### src/rtl/fpadd_issue.sv
// fpadd_issue: operand FIFO plus single-outstanding issue/capture stage in
// front of the multi-cycle single-precision adder. Results are returned with
// their tag over a valid/ready port. Define FPADD_ISSUE_WDOG_EN to enable the
// WAIT-state watchdog that turns a hung adder operation into a flagged qNaN.
module fpadd_issue #(
   parameter int unsigned FIFO_DEPTH = 4,
   parameter int unsigned TIMEOUT    = 64
) (
   input  logic        clk,
   input  logic        reset,
   input  logic        in_valid,
   output logic        in_ready,
   input  logic [31:0] in_a,
   input  logic [31:0] in_b,
   input  logic [3:0]  in_tag,
   output logic        add_start,
   output logic [31:0] add_a,
   output logic [31:0] add_b,
   input  logic [31:0] add_sum,
   input  logic        add_done,
   output logic        out_valid,
   input  logic        out_ready,
   output logic [31:0] out_sum,
   output logic [3:0]  out_tag,
   output logic        out_err,
   output logic        busy
);

   localparam int unsigned AW = $clog2(FIFO_DEPTH);
   typedef logic [AW-1:0] ptr_t;
   typedef logic [AW:0]   cnt_t;
   localparam cnt_t FULL_CNT = cnt_t'(FIFO_DEPTH);

   typedef enum logic [1:0] {S_IDLE, S_START, S_WAIT, S_HOLD} state_t;
   state_t state;

   logic [31:0] mem_a   [FIFO_DEPTH];
   logic [31:0] mem_b   [FIFO_DEPTH];
   logic [3:0]  mem_tag [FIFO_DEPTH];
   ptr_t        wr_ptr, rd_ptr;
   cnt_t        count;
   logic        push, pop, empty;

   logic [31:0] op_a, op_b;
   logic [3:0]  op_tag;

`ifdef FPADD_ISSUE_WDOG_EN
   localparam int unsigned WW = $clog2(TIMEOUT);
   typedef logic [WW-1:0] wd_t;
   localparam wd_t WDOG_LAST = wd_t'(TIMEOUT - 1);
   localparam logic [31:0] QNAN = 32'h7FC0_0000;
   wd_t  wdog_cnt;
   logic err_q;
   assign out_err = err_q;
`else
   assign out_err = 1'b0;
`endif

   // in_ready depends on occupancy only, so a same-cycle pop never raises it
   assign empty    = (count == '0);
   assign in_ready = (count != FULL_CNT);
   assign push     = in_valid && in_ready;
   assign pop      = (state == S_IDLE) && !empty;
   assign add_a    = op_a;
   assign add_b    = op_b;
   assign busy     = (state != S_IDLE) || !empty;

   // FIFO storage; contents are don't-care while the pointers say empty
   always_ff @(posedge clk) begin
      if (push) begin
         mem_a[wr_ptr]   <= in_a;
         mem_b[wr_ptr]   <= in_b;
         mem_tag[wr_ptr] <= in_tag;
      end
   end

   // FIFO pointers and occupancy count
   always_ff @(posedge clk) begin
      if (reset) begin
         wr_ptr <= '0;
         rd_ptr <= '0;
         count  <= '0;
      end else begin
         if (push) wr_ptr <= wr_ptr + ptr_t'(1);
         if (pop)  rd_ptr <= rd_ptr + ptr_t'(1);
         unique case ({push, pop})
            2'b10:   count <= count + cnt_t'(1);
            2'b01:   count <= count - cnt_t'(1);
            default: count <= count;
         endcase
      end
   end

   // Issue/capture FSM; add_done is only looked at in WAIT, so a sticky done
   // left over from the previous operation is ignored during START
   always_ff @(posedge clk) begin
      if (reset) begin
         state     <= S_IDLE;
         op_a      <= '0;
         op_b      <= '0;
         op_tag    <= '0;
         add_start <= 1'b0;
         out_valid <= 1'b0;
         out_sum   <= '0;
         out_tag   <= '0;
`ifdef FPADD_ISSUE_WDOG_EN
         wdog_cnt  <= '0;
         err_q     <= 1'b0;
`endif
      end else begin
         unique case (state)
            S_IDLE: begin
               if (!empty) begin
                  op_a      <= mem_a[rd_ptr];
                  op_b      <= mem_b[rd_ptr];
                  op_tag    <= mem_tag[rd_ptr];
                  add_start <= 1'b1;
                  state     <= S_START;
               end
            end
            S_START: begin
               add_start <= 1'b0;
`ifdef FPADD_ISSUE_WDOG_EN
               wdog_cnt  <= '0;
`endif
               state     <= S_WAIT;
            end
            S_WAIT: begin
               if (add_done) begin
                  out_sum   <= add_sum;
                  out_tag   <= op_tag;
                  out_valid <= 1'b1;
`ifdef FPADD_ISSUE_WDOG_EN
                  err_q     <= 1'b0;
`endif
                  state     <= S_HOLD;
               end
`ifdef FPADD_ISSUE_WDOG_EN
               else if (wdog_cnt == WDOG_LAST) begin
                  out_sum   <= QNAN;
                  out_tag   <= op_tag;
                  out_valid <= 1'b1;
                  err_q     <= 1'b1;
                  state     <= S_HOLD;
               end else begin
                  wdog_cnt  <= wdog_cnt + wd_t'(1);
               end
`endif
            end
            S_HOLD: begin
               if (out_ready) begin
                  out_valid <= 1'b0;
                  state     <= S_IDLE;
               end
            end
            default: state <= S_IDLE;
         endcase
      end
   end

endmodule

### config.mk
export PLATFORM = sky130hd
export DESIGN_NAME = fpadd_issue
export DESIGN_NICKNAME = d
export VERILOG_FILES = /design/src/rtl/fpadd_issue.sv
export SDC_FILE = /design/constraint.sdc
export NUM_CORES = 1
export LEC_CHECK = 0
export CORE_UTILIZATION = 38
export DETAILED_ROUTE_END_ITERATION = 12
export GPL_TIMING_DRIVEN = 0
export SLEW_MARGIN = 0
export SYNTH_ARGS = -nofsm -noshare
export SYNTH_HDL_FRONTEND = slang
export SYNTH_SLANG_ARGS = --single-unit
### constraint.sdc
create_clock -name clk -period 6.7 [get_ports clk]
set_clock_uncertainty 0.1 [all_clocks]
set_input_delay 0.67 -clock clk [delete_from_list [all_inputs] [get_ports clk]]
set_output_delay 0.67 -clock clk [all_outputs]
set_load 0.02 [all_outputs]
==> qor.txt, run 1 <==
status - finished clean
simple-gate portion of the synthesized area - 3.02%
Routed wire per std cell - 19.6 microns
Setup CP Type - reg2out
Setup Buffers After CTS - 0
Post-synth EDFFs - 272
syn_area_per_cell - 18.5 sq um
count leader, synth - edfxtp_1
Reg2Reg Depth - 8
Pleak - 5.89 nW
# IOs - 210
synthesis warning total - 0
Synth Area in Compound Gates - 6.32%
chip width - 192 microns
post-route DRC violation count - 0
worst hold path startpoint - out_sum[28]
vias in the first global route - 7,641
Num CTS Buffers - 43
worst hold-check path type - reg2reg
initial antenna violation count - 1
top cells by area, synth - edfxtp_1 60%, dfxtp_1 17%, mux4_2 11%, a22o_1 4.3%, nand2_1 2.1%
fraction of synthesized cell area taken by the top area cell type - 59.6%
dominant cell type by area after synthesis - edfxtp_1
largest net degree at the start of global routing - 52
Initial Utilization - 38.6%
CTS Hold Bufs - 0
CTS H-tree lvls - 2
fin. max-slew vios - 0
dominant synthesized flop cell - edfxtp_1
drt first pass iters - 7
slowest stage delay, CP - 0.62 ns
DRT antenna net count - 0
maximum buffer depth of the clock tree - 3
asr flop ratio synth - 0%
final worst path period need - 3.01 ns
gpl congestion - 0.774
FP Rows - 69
gr usage total - 16.1%
multiplexer share of the synthesized area - 11.3%
Syn Inst Count - 741
hpwl dp - 17,900 microns
number of distinct library cells after synthesis - 37
startpoint types - flop
Setup crit end kind - output port
FF+latch count, synth - 387
final wirelength - 29,200 microns
R2R setup slack - 4.28 ns
DR vias/cell - 4.91
Cell Chain, Critical Path - or3b_2 -> clkbuf_1 -> clkdlybuf4s50_1
slew at the pin closest to its max-slew limit - 0.697 ns
Register Area - 10,500 sq um
Setup TNS Final - 0 ns
Peak supply drop - 0.214 mV
max_cap viols - 0
Die H - 192 microns
arrival time worst endpoint - 2.24 ns
Worst setup startpoint - count[2]
CTS tree - built
WP buf/inv - 2
largest family of logic cells by synthesized area - multiplexers
die area - 36,800 sq um
Rel. slew slack - 53.5%
fillers - 3,004
Levels on crit path - 3
Clock transition at path regs - 0.06 ns
Critical-path top delay cell - clkdlybuf4s50_1
Power Total - 7.11 mW
CP max FO - 10
Finish-stage setup viols - 0
CP endpoint - in_ready
area of the multi-input gates - 3020 sq um
reg-to-reg startpoint - count[0]
grt ovf - 0
CP required - 5.93 ns
detailed-route via count - 7,338
share of cells above drive strength 1 - 15.1%
sequential-to-total area share from yosys stat - 76.4%
Clock Sink Count - 387
top cells by count, synth - 272 x edfxtp_1, 115 x dfxtp_1, 77 x nand2_1
drt first-iter violations - 355
final period utilization - 45.0%
number of port buffers - 207
RSZ-0062 raised after global routing - false
xor/xnor cell area share of the yosys netlist - 0.255%
post-cts resize count - 0
Adder-Cell Fraction of Synth Area - 0.967%
Area Overhead vs Synth - 30.1%
Core Region - 35,600 sq um
final hold viol count - 0
Post-layout nets - 1,112
syn nets - 856
RR Endpoint - count[2]
CP top delay family - buffers and inverters
Pwr Density - 398 nW/um^2
root buffer cell - clkbuf_16
max frequency - 332 MHz
Worst-Skew Late Latency - 0.56 ns
wire length of the first global-routing pass - 44,100 microns
Mapped Area - 13,700 sq um
-- cell families after synthesis --
group                    count (synthesis)
other                                    1
multiplexers                            70
AND/OR/NAND/NOR                        100
flip-flops                             387
AO/OA/AOI/OAI                          117
adder cells (fa/ha/maj)                 10
XOR/XNOR                                 4
buffers and inverters                   52
-- where the power goes --
group          switching, mW  internal [mW]
clock network          0.931           1.28
logic                  0.943          0.896
registers              0.152           2.91
total                   2.03           5.08
-- routing by layer --
metal	vias up	global-route usage (%)	wire, microns
met4	0	4.61	456
met3	44	4.37	2050
met1	3643	19.6	12300
met5	-	0	0
met2	203	27.8	14400
li1	3448	-	-
-- state kept, by name, summed over array words and instances (netlist names) --
signal and count:
wr_ptr 2, mem_tag 16, out_sum 32, mem_a 128, add_a 32, out_tag 4, mem_b 128, add_start 1
count 3, rd_ptr 2, add_b 32, out_valid 1, state 2, op_tag 4
-- layout make-up --
class | instances | share of cell area [%]
flip-flops and latches | 387 | 58.7
multi-input cells | 302 | 17.0
repair buffers | 211 | 12.2
clock buffers | 64 | 6.64
well taps | 461 | 3.23
plain buffers | 46 | 1.21
clock inverters | 16 | 0.870
inverters | 6 | 0.126
diodes | 1 | 0.0140
-- worst min-delay path: cells and delay by family, from the launching register on --
family	cells	cell delay (ns)
flops	1	0.31
simple gates	1	0.05
compound gates	1	0.05
-- per-stage QoR --
stage / cell area, sq um / utilization [%] / hold slack (ns) / setup WS (ns) / cells
CTS: 17800 / 50.1 / 0.354 / 3.66 / 1493
global route: 17800 / 50.1 / 0.365 / 3.58 / 1493
detailed placement: 16500 / 46.4 / 0.346 / 3.98 / 1413
finish: 17800 / 50.1 / 0.352 / 3.69 / 1494
floorplan: 13700 / - / 0.332 / 3.52 / 741
global placement: 16400 / 46.0 / 0.342 / 2.03 / 1409
-- worst min path at each step --
stage / endpoint / cells past startpoint
6_report: out_sum[28] / 2
5_1_grt: out_sum[19] / 2
4_1_cts: out_tag[1] / 2
3_5_place_dp: out_sum[15] / 2
3_3_place_gp: out_sum[18] / 2
2_1_floorplan: out_tag[0] / 2
-- cells in the final DEF, fill, tap and decap left out, drive strengths merged, types with 2 or more instances in the layout --
cell type	instances
edfxtp	272
clkdlybuf4s50	207
dfxtp	115
clkbuf	87
nand2	77
mux4	68
a22o	68
a21oi	40
buf	27
clkinv	10
ha	9
nor2	8
inv	8
and3	4
nand2b	3
clkinvlp	3
nand3	2
a21o	2
xor2	2
xnor2	2
mux2i	2
No activity file was read; power rests on OpenSTA's default activity.
==> run 2: changes to the inputs <==
Clock period 6.7 ns to 2.6 ns, I/O delays scaled along.
==> qor.txt, run 2 (same netlist as run 1, synthesis figures left out) <==
CTS tree - built
pre-CTS WS - 0.180 ns (-3.80 ns)
gr usage total - 16.1% (about the same)
Antenna Cells - 0 (-1)
DRT antenna net count - 0 (unchanged)
wire length of the first global-routing pass - 44,200 microns (+0.19%)
final worst path period need - 2.32 ns
gpl congestion - 0.732 (-5.5%)
Pwr Density - 1030 nW/um^2 (+160%)
Register Area - 10,500 sq um (unchanged)
Peak supply drop - 0.677 mV (+220%)
Finish-stage setup viols - 0 (unchanged)
vias in the first global route - 7,625 (-0.21%)
CP required - 2.24 ns (-3.69 ns)
DR vias/cell - 4.89 (-0.51%)
biggest regs - mem_a x128, mem_b x128
share of cells above drive strength 1 - 15.2% (+0.044 points)
Initial Utilization - 38.6% (unchanged)
Clock Sink Count - 387 (unchanged)
Rel. slew slack - 52.3% (-1.2 points)
# IOs - 210 (unchanged)
CTS H-tree lvls - 2 (unchanged)
final hold viol count - 0 (unchanged)
Cell Chain, Critical Path - inv_1 -> ha_1 -> nand2_1 -> clkdlybuf4s50_1
Worst-Skew Late Latency - 0.52 ns (-0.04 ns)
initial antenna violation count - 1 (unchanged)
Power Total - 18.3 mW (+160%)
Post-layout nets - 1,110 (-0.18%)
number of port buffers - 207 (unchanged)
Routed wire per std cell - 19.7 microns (+0.52%)
worst hold-check path type - in2reg
arrival time worst endpoint - 1.96 ns (-0.28 ns)
status - finished clean
post-route DRC violation count - 0 (unchanged)
Num CTS Buffers - 42 (-2.3%)
largest net degree at the start of global routing - 49 (-5.8%)
most common cell after layout, fill and taps aside - edfxtp_1
drt first-iter violations - 376 (+5.9%)
final wirelength - 29,300 microns (+0.25%)
slew at the pin closest to its max-slew limit - 0.716 ns (+0.0183 ns)
CP max FO - 5 (-5)
Pleak - 5.91 nW (+0.21%)
area of the multi-input gates - 3020 sq um (unchanged)
drt first pass iters - 4 (-3)
fillers - 3,013 (+0.30%)
worst hold path startpoint - in_valid
Worst setup startpoint - state[0]
reg-to-reg startpoint - state[0]
most frequent cells in the layout - 272 x edfxtp_1, 206 x clkdlybuf4s50_1, 115 x dfxtp_1
maximum buffer depth of the clock tree - 3 (unchanged)
startpoint types - flop
grt ovf - 0 (unchanged)
fin. max-slew vios - 0 (unchanged)
FP Rows - 69 (unchanged)
final period utilization - 89.3%
max frequency - 431 MHz
Design Area, Final - 17,800 sq um (about the same)
Critical-path top delay cell - clkdlybuf4s50_1
slowest stage delay, CP - 0.63 ns (about the same)
Setup crit end kind - output port
Clock transition at path regs - 0.06 ns (about the same)
die area - 36,800 sq um (unchanged)
chip width - 192 microns (unchanged)
R2R setup slack - 0.28 ns (-4.00 ns)
hpwl dp - 18,300 microns (+2.0%)
number of instances in the placed design - 1,413 (unchanged)
Core Region - 35,600 sq um (unchanged)
CTS Hold Bufs - 0 (unchanged)
detailed-route via count - 7,281 (-0.78%)
max_cap viols - 0 (unchanged)
hold_ws - 0.0802 ns (-0.272 ns)
Die H - 192 microns (unchanged)
final std cells w/o fill - 1,490 (-0.27%)
Area after DPL - 16,500 sq um (unchanged)
Setup CP Type - reg2out
Area Overhead vs Synth - 30.1% (about the same)
RSZ-0062 raised after global routing - false
Final WS setup - 0.278 ns (-3.41 ns)
root buffer cell - clkbuf_16
## run 2: cell types whose count changed in the layout (fill, tap and decap cells not counted)
cell             previous run  this run
clkbuf_1                   41        38
clkbuf_16                  43        45
clkbuf_8                    3         5
clkinv_8                    2         0
clkdlybuf4s50_1           207       206
clkinvlp_4                  3         2
diode_2                     1         0
dlymetal6s2s_1              0         1
inv_16                      1         0
## run 2: final timing paths
check | endpoint | cells past startpoint
max | busy | 4
min | wr_ptr[0] | 3
max reg2reg | add_a[9] | 7
min reg2reg | out_tag[0] | 2
## run 2: per-stage QoR
stage	setup TNS, ns	util, %
after global routing	0	50.2
after global placement	-155.77	46.0
after CTS	0	50.2
after detailed placement	0	46.4
final	0	50.2
after floorplan	0	-
## run 2: power breakdown
part / total (mW) / internal [mW] / switching, mW / leakage (nW)
logic: 4.74 / 2.31 / 2.43 / 1.82
registers: 7.88 / 7.49 / 0.393 / 3.43
clock network: 5.71 / 3.42 / 2.29 / 0.655
## run 2: per-layer routing
layer / GRT usage (%) / share of wire [%] / wire (microns) / up-vias
met4: 3.72 / 1.5 / 441 / 0
met3: 5.17 / 8.5 / 2480 / 37
met2: 26.9 / 47 / 13800 / 205
met5: 0 / 0 / 0 / -
met1: 20.2 / 43 / 12500 / 3611
li1: - / - / - / 3428
## run 2: worst max-delay path, delay by kind of cell, from the launching register on
kind | cells | cell delay, ns
flip-flops | 1 | 0.39
AND/OR/NAND/NOR | 1 | 0.09
buffers and inverters | 2 | 0.71
adder cells (fa/ha/maj) | 1 | 0.25
## run 2: cell type report
type | instances | area share, %
Buffer | 45 | 1.19
Inverter | 6 | 0.126
Clock inverter | 12 | 0.533
Multi-Input combinational cell | 302 | 17.0
Tap cell | 461 | 3.23
Clock buffer | 66 | 7.03
Timing Repair Buffer | 211 | 12.2
Sequential cell | 387 | 58.7
## run 2: what timing repair did
item | CTS | global route
setup endpoints to repair | 0 | 2
buffers inserted | 0 | 0
resized for setup | 0 | 1
==> run 3: changes to the inputs <==
Settings changed: DONT_BUFFER_PORTS set to 1.
==> qor.txt, run 3 (same netlist as run 1, synthesis figures left out) <==
status - finished clean
DRT antenna net count - 0 (unchanged)
Critical-path top delay cell - dfxtp_1
FP Rows - 69 (unchanged)
RSZ-0062 raised after global routing - false
max_cap viols - 0 (unchanged)
root buffer cell - clkbuf_16
Worst-Skew Late Latency - 0.56 ns (+0.04 ns)
Core Region - 35,600 sq um (unchanged)
Reg2Reg Depth - 8 (+1)
worst hold-check path type - in2reg
arrival time worst endpoint - 2.80 ns (+0.84 ns)
Clock Sink Count - 387 (unchanged)
grt ovf - 0 (unchanged)
vias in the first global route - 7,216 (-5.4%)
die area - 36,800 sq um (unchanged)
Initial Utilization - 38.6% (unchanged)
final std cells w/o fill - 1,392 (-6.6%)
switching power - 5.12 mW (about the same)
Comb power frac - 18.7% (-7.2 points)
biggest regs - mem_a x128, mem_b x128
fin. max-slew vios - 0 (unchanged)
maximum buffer depth of the clock tree - 3 (unchanged)
R2R setup slack - 0.18 ns (-0.10 ns)
chip width - 192 microns (unchanged)
Setup Buffers After CTS - 0 (unchanged)
reg-to-reg startpoint - count[0]
startpoint types - flop
Clock transition at path regs - 0.06 ns (about the same)
slew at the pin closest to its max-slew limit - 0.806 ns (+0.0906 ns)
gr usage total - 16.1% (about the same)
final hold viol count - 0 (unchanged)
Worst setup startpoint - count[0]
most frequent cells in the layout - 272 x edfxtp_1, 115 x dfxtp_1, 108 x dlygate4sd3_1
Pleak - 5.58 nW (-5.6%)
CP endpoint - count[2]
RR Endpoint - count[2]
DR vias/cell - 5.05 (+3.2%)
number of port buffers - 0 (-100%)
wire length of the first global-routing pass - 43,200 microns (-2.3%)
final period utilization - 93.2% (+3.9 points)
largest net degree at the start of global routing - 48 (-2.0%)
Setup crit end kind - flop
drt first pass iters - 4 (unchanged)
post-route DRC violation count - 0 (unchanged)
final worst path period need - 2.42 ns (+0.100 ns)
CTS H-tree lvls - 2 (unchanged)
share of cells above drive strength 1 - 16.6% (+1.4 points)
Setup TNS Final - 0 ns (unchanged)
hpwl dp - 17,500 microns (-4.5%)
Power Total - 17.5 mW (-4.3%)
gpl congestion - 0.680 (-7.1%)
final wirelength - 29,600 microns (+1.0%)
Peak supply drop - 0.823 mV (+22%)
# IOs - 210 (unchanged)
Design Area, Final - 16,800 sq um (-5.7%)
Routed wire per std cell - 21.3 microns (+8.1%)
switching share of total power - 29.2% (+1.3 points)
detailed-route via count - 7,023 (-3.5%)
Finish-stage setup viols - 0 (unchanged)
sequential share of power - 48.7% (+5.7 points)
clock power share - 32.7% (+1.5 points)
drt first-iter violations - 373 (-0.80%)
Setup CP Type - reg2reg
Num CTS Buffers - 42 (unchanged)
slowest stage delay, CP - 0.46 ns (-0.17 ns)
number of instances in the placed design - 1,206 (-15%)
max frequency - 413 MHz (-4.1%)
Post-layout nets - 1,012 (-8.8%)
initial antenna violation count - 1 (unchanged)
most common cell after layout, fill and taps aside - edfxtp_1
Rel. slew slack - 46.3% (-6.0 points)
Pwr Density - 1040 nW/um^2 (+1.4%)
Cell Chain, Critical Path - or3b_2 -> buf_2 -> nand2_1 -> ha_1 -> fa_1 -> xnor2_1 -> or3_1 -> a21oi_1
CTS tree - built
cell internal pwr - 12.4 mW (-6.0%)
CP required - 2.98 ns (+0.74 ns)
Area Overhead vs Synth - 22.7%
Area after DPL - 14,400 sq um (-13%)
Die H - 192 microns (unchanged)
CP max FO - 10 (+5)
fin util - 47.3% (-2.8 points)
run 3: changes by cell type in the layout (fill, tap and decap cells not counted), sizes merged:
cell	before	now
buf	27	28
clkinvlp	2	4
diode	0	1
clkdlybuf4s50	206	0
bufinv	1	3
clkinv	8	7
clkbuf	88	83
inv	7	8
dlymetal6s2s	1	0
dlygate4sd3	0	108
run 3: timing repair:
action                                 CTS  global route
gates resized for setup                  1             1
gates cloned                             0             0
hold buffers                           108             0
setup endpoints to repair                1             1
endpoints found under the hold margin  309             0
run 3: per-layer routing:
layer	wire length, microns	up-vias	GRT usage [%]	part of all wire, %
met3	2580	43	5.52	8.7
li1	-	3233	-	-
met2	14700	216	27.4	50
met4	587	0	5.74	2.0
met1	11800	3531	18.8	40
met5	0	-	0	0
run 3: per-stage QoR:
step | setup slack [ns] | hold WS [ns]
2_1_floorplan | 0.170 | 0.259
3_3_place_gp | -0.836 | 0.259
3_5_place_dp | -0.0743 | 0.259
4_1_cts | 0.135 | 0.00179
5_1_grt | 0.0132 | 0.0577
6_report | 0.177 | 0.0443
run 3: final cells by class:
| class | count | area, sq um |
|---|---|---|
| flip-flops and latches | 387 | 10500 |
| clock buffers | 61 | 1140 |
| fillers | 3000 | 18700 |
| multi-input cells | 302 | 3020 |
| repair buffers | 112 | 1190 |
| inverters | 6 | 22.5 |
| plain buffers | 46 | 216 |
| well taps | 461 | 577 |
| clock inverters | 16 | 184 |
| diodes | 1 | 2.50 |
run 3: power groups by stage:
stage               sequential (mW)  clock, mW  combinational, mW
detailed placement             8.69          0               3.18
global placement               8.70          0               3.09
finish                         8.54       5.73               3.28
CTS                            8.56       5.90               3.38
floorplan                      8.46          0               2.37
global route                   8.64       6.13               3.60
run 3: worst min-delay path by stage:
stage          depth (start not counted)  startpoint      endpoint
5_1_grt                                3    in_valid     wr_ptr[0]
2_1_floorplan                          0     in_a[0]   mem_a[0][0]
4_1_cts                                3    in_valid     wr_ptr[0]
6_report                               3    in_valid     wr_ptr[0]
3_3_place_gp                           0    in_b[17]  mem_b[1][17]
3_5_place_dp                           0     in_a[6]   mem_a[0][6]
run 3: worst max-delay path, delay by kind of cell (launching register included):
family | cells | cell delay, ns
AO/OA/AOI/OAI | 1 | 0.15
XOR/XNOR | 1 | 0.15
adder cells (fa/ha/maj) | 2 | 0.64
buffers and inverters | 1 | 0.26
flip-flops | 1 | 0.46
AND/OR/NAND/NOR | 3 | 0.59
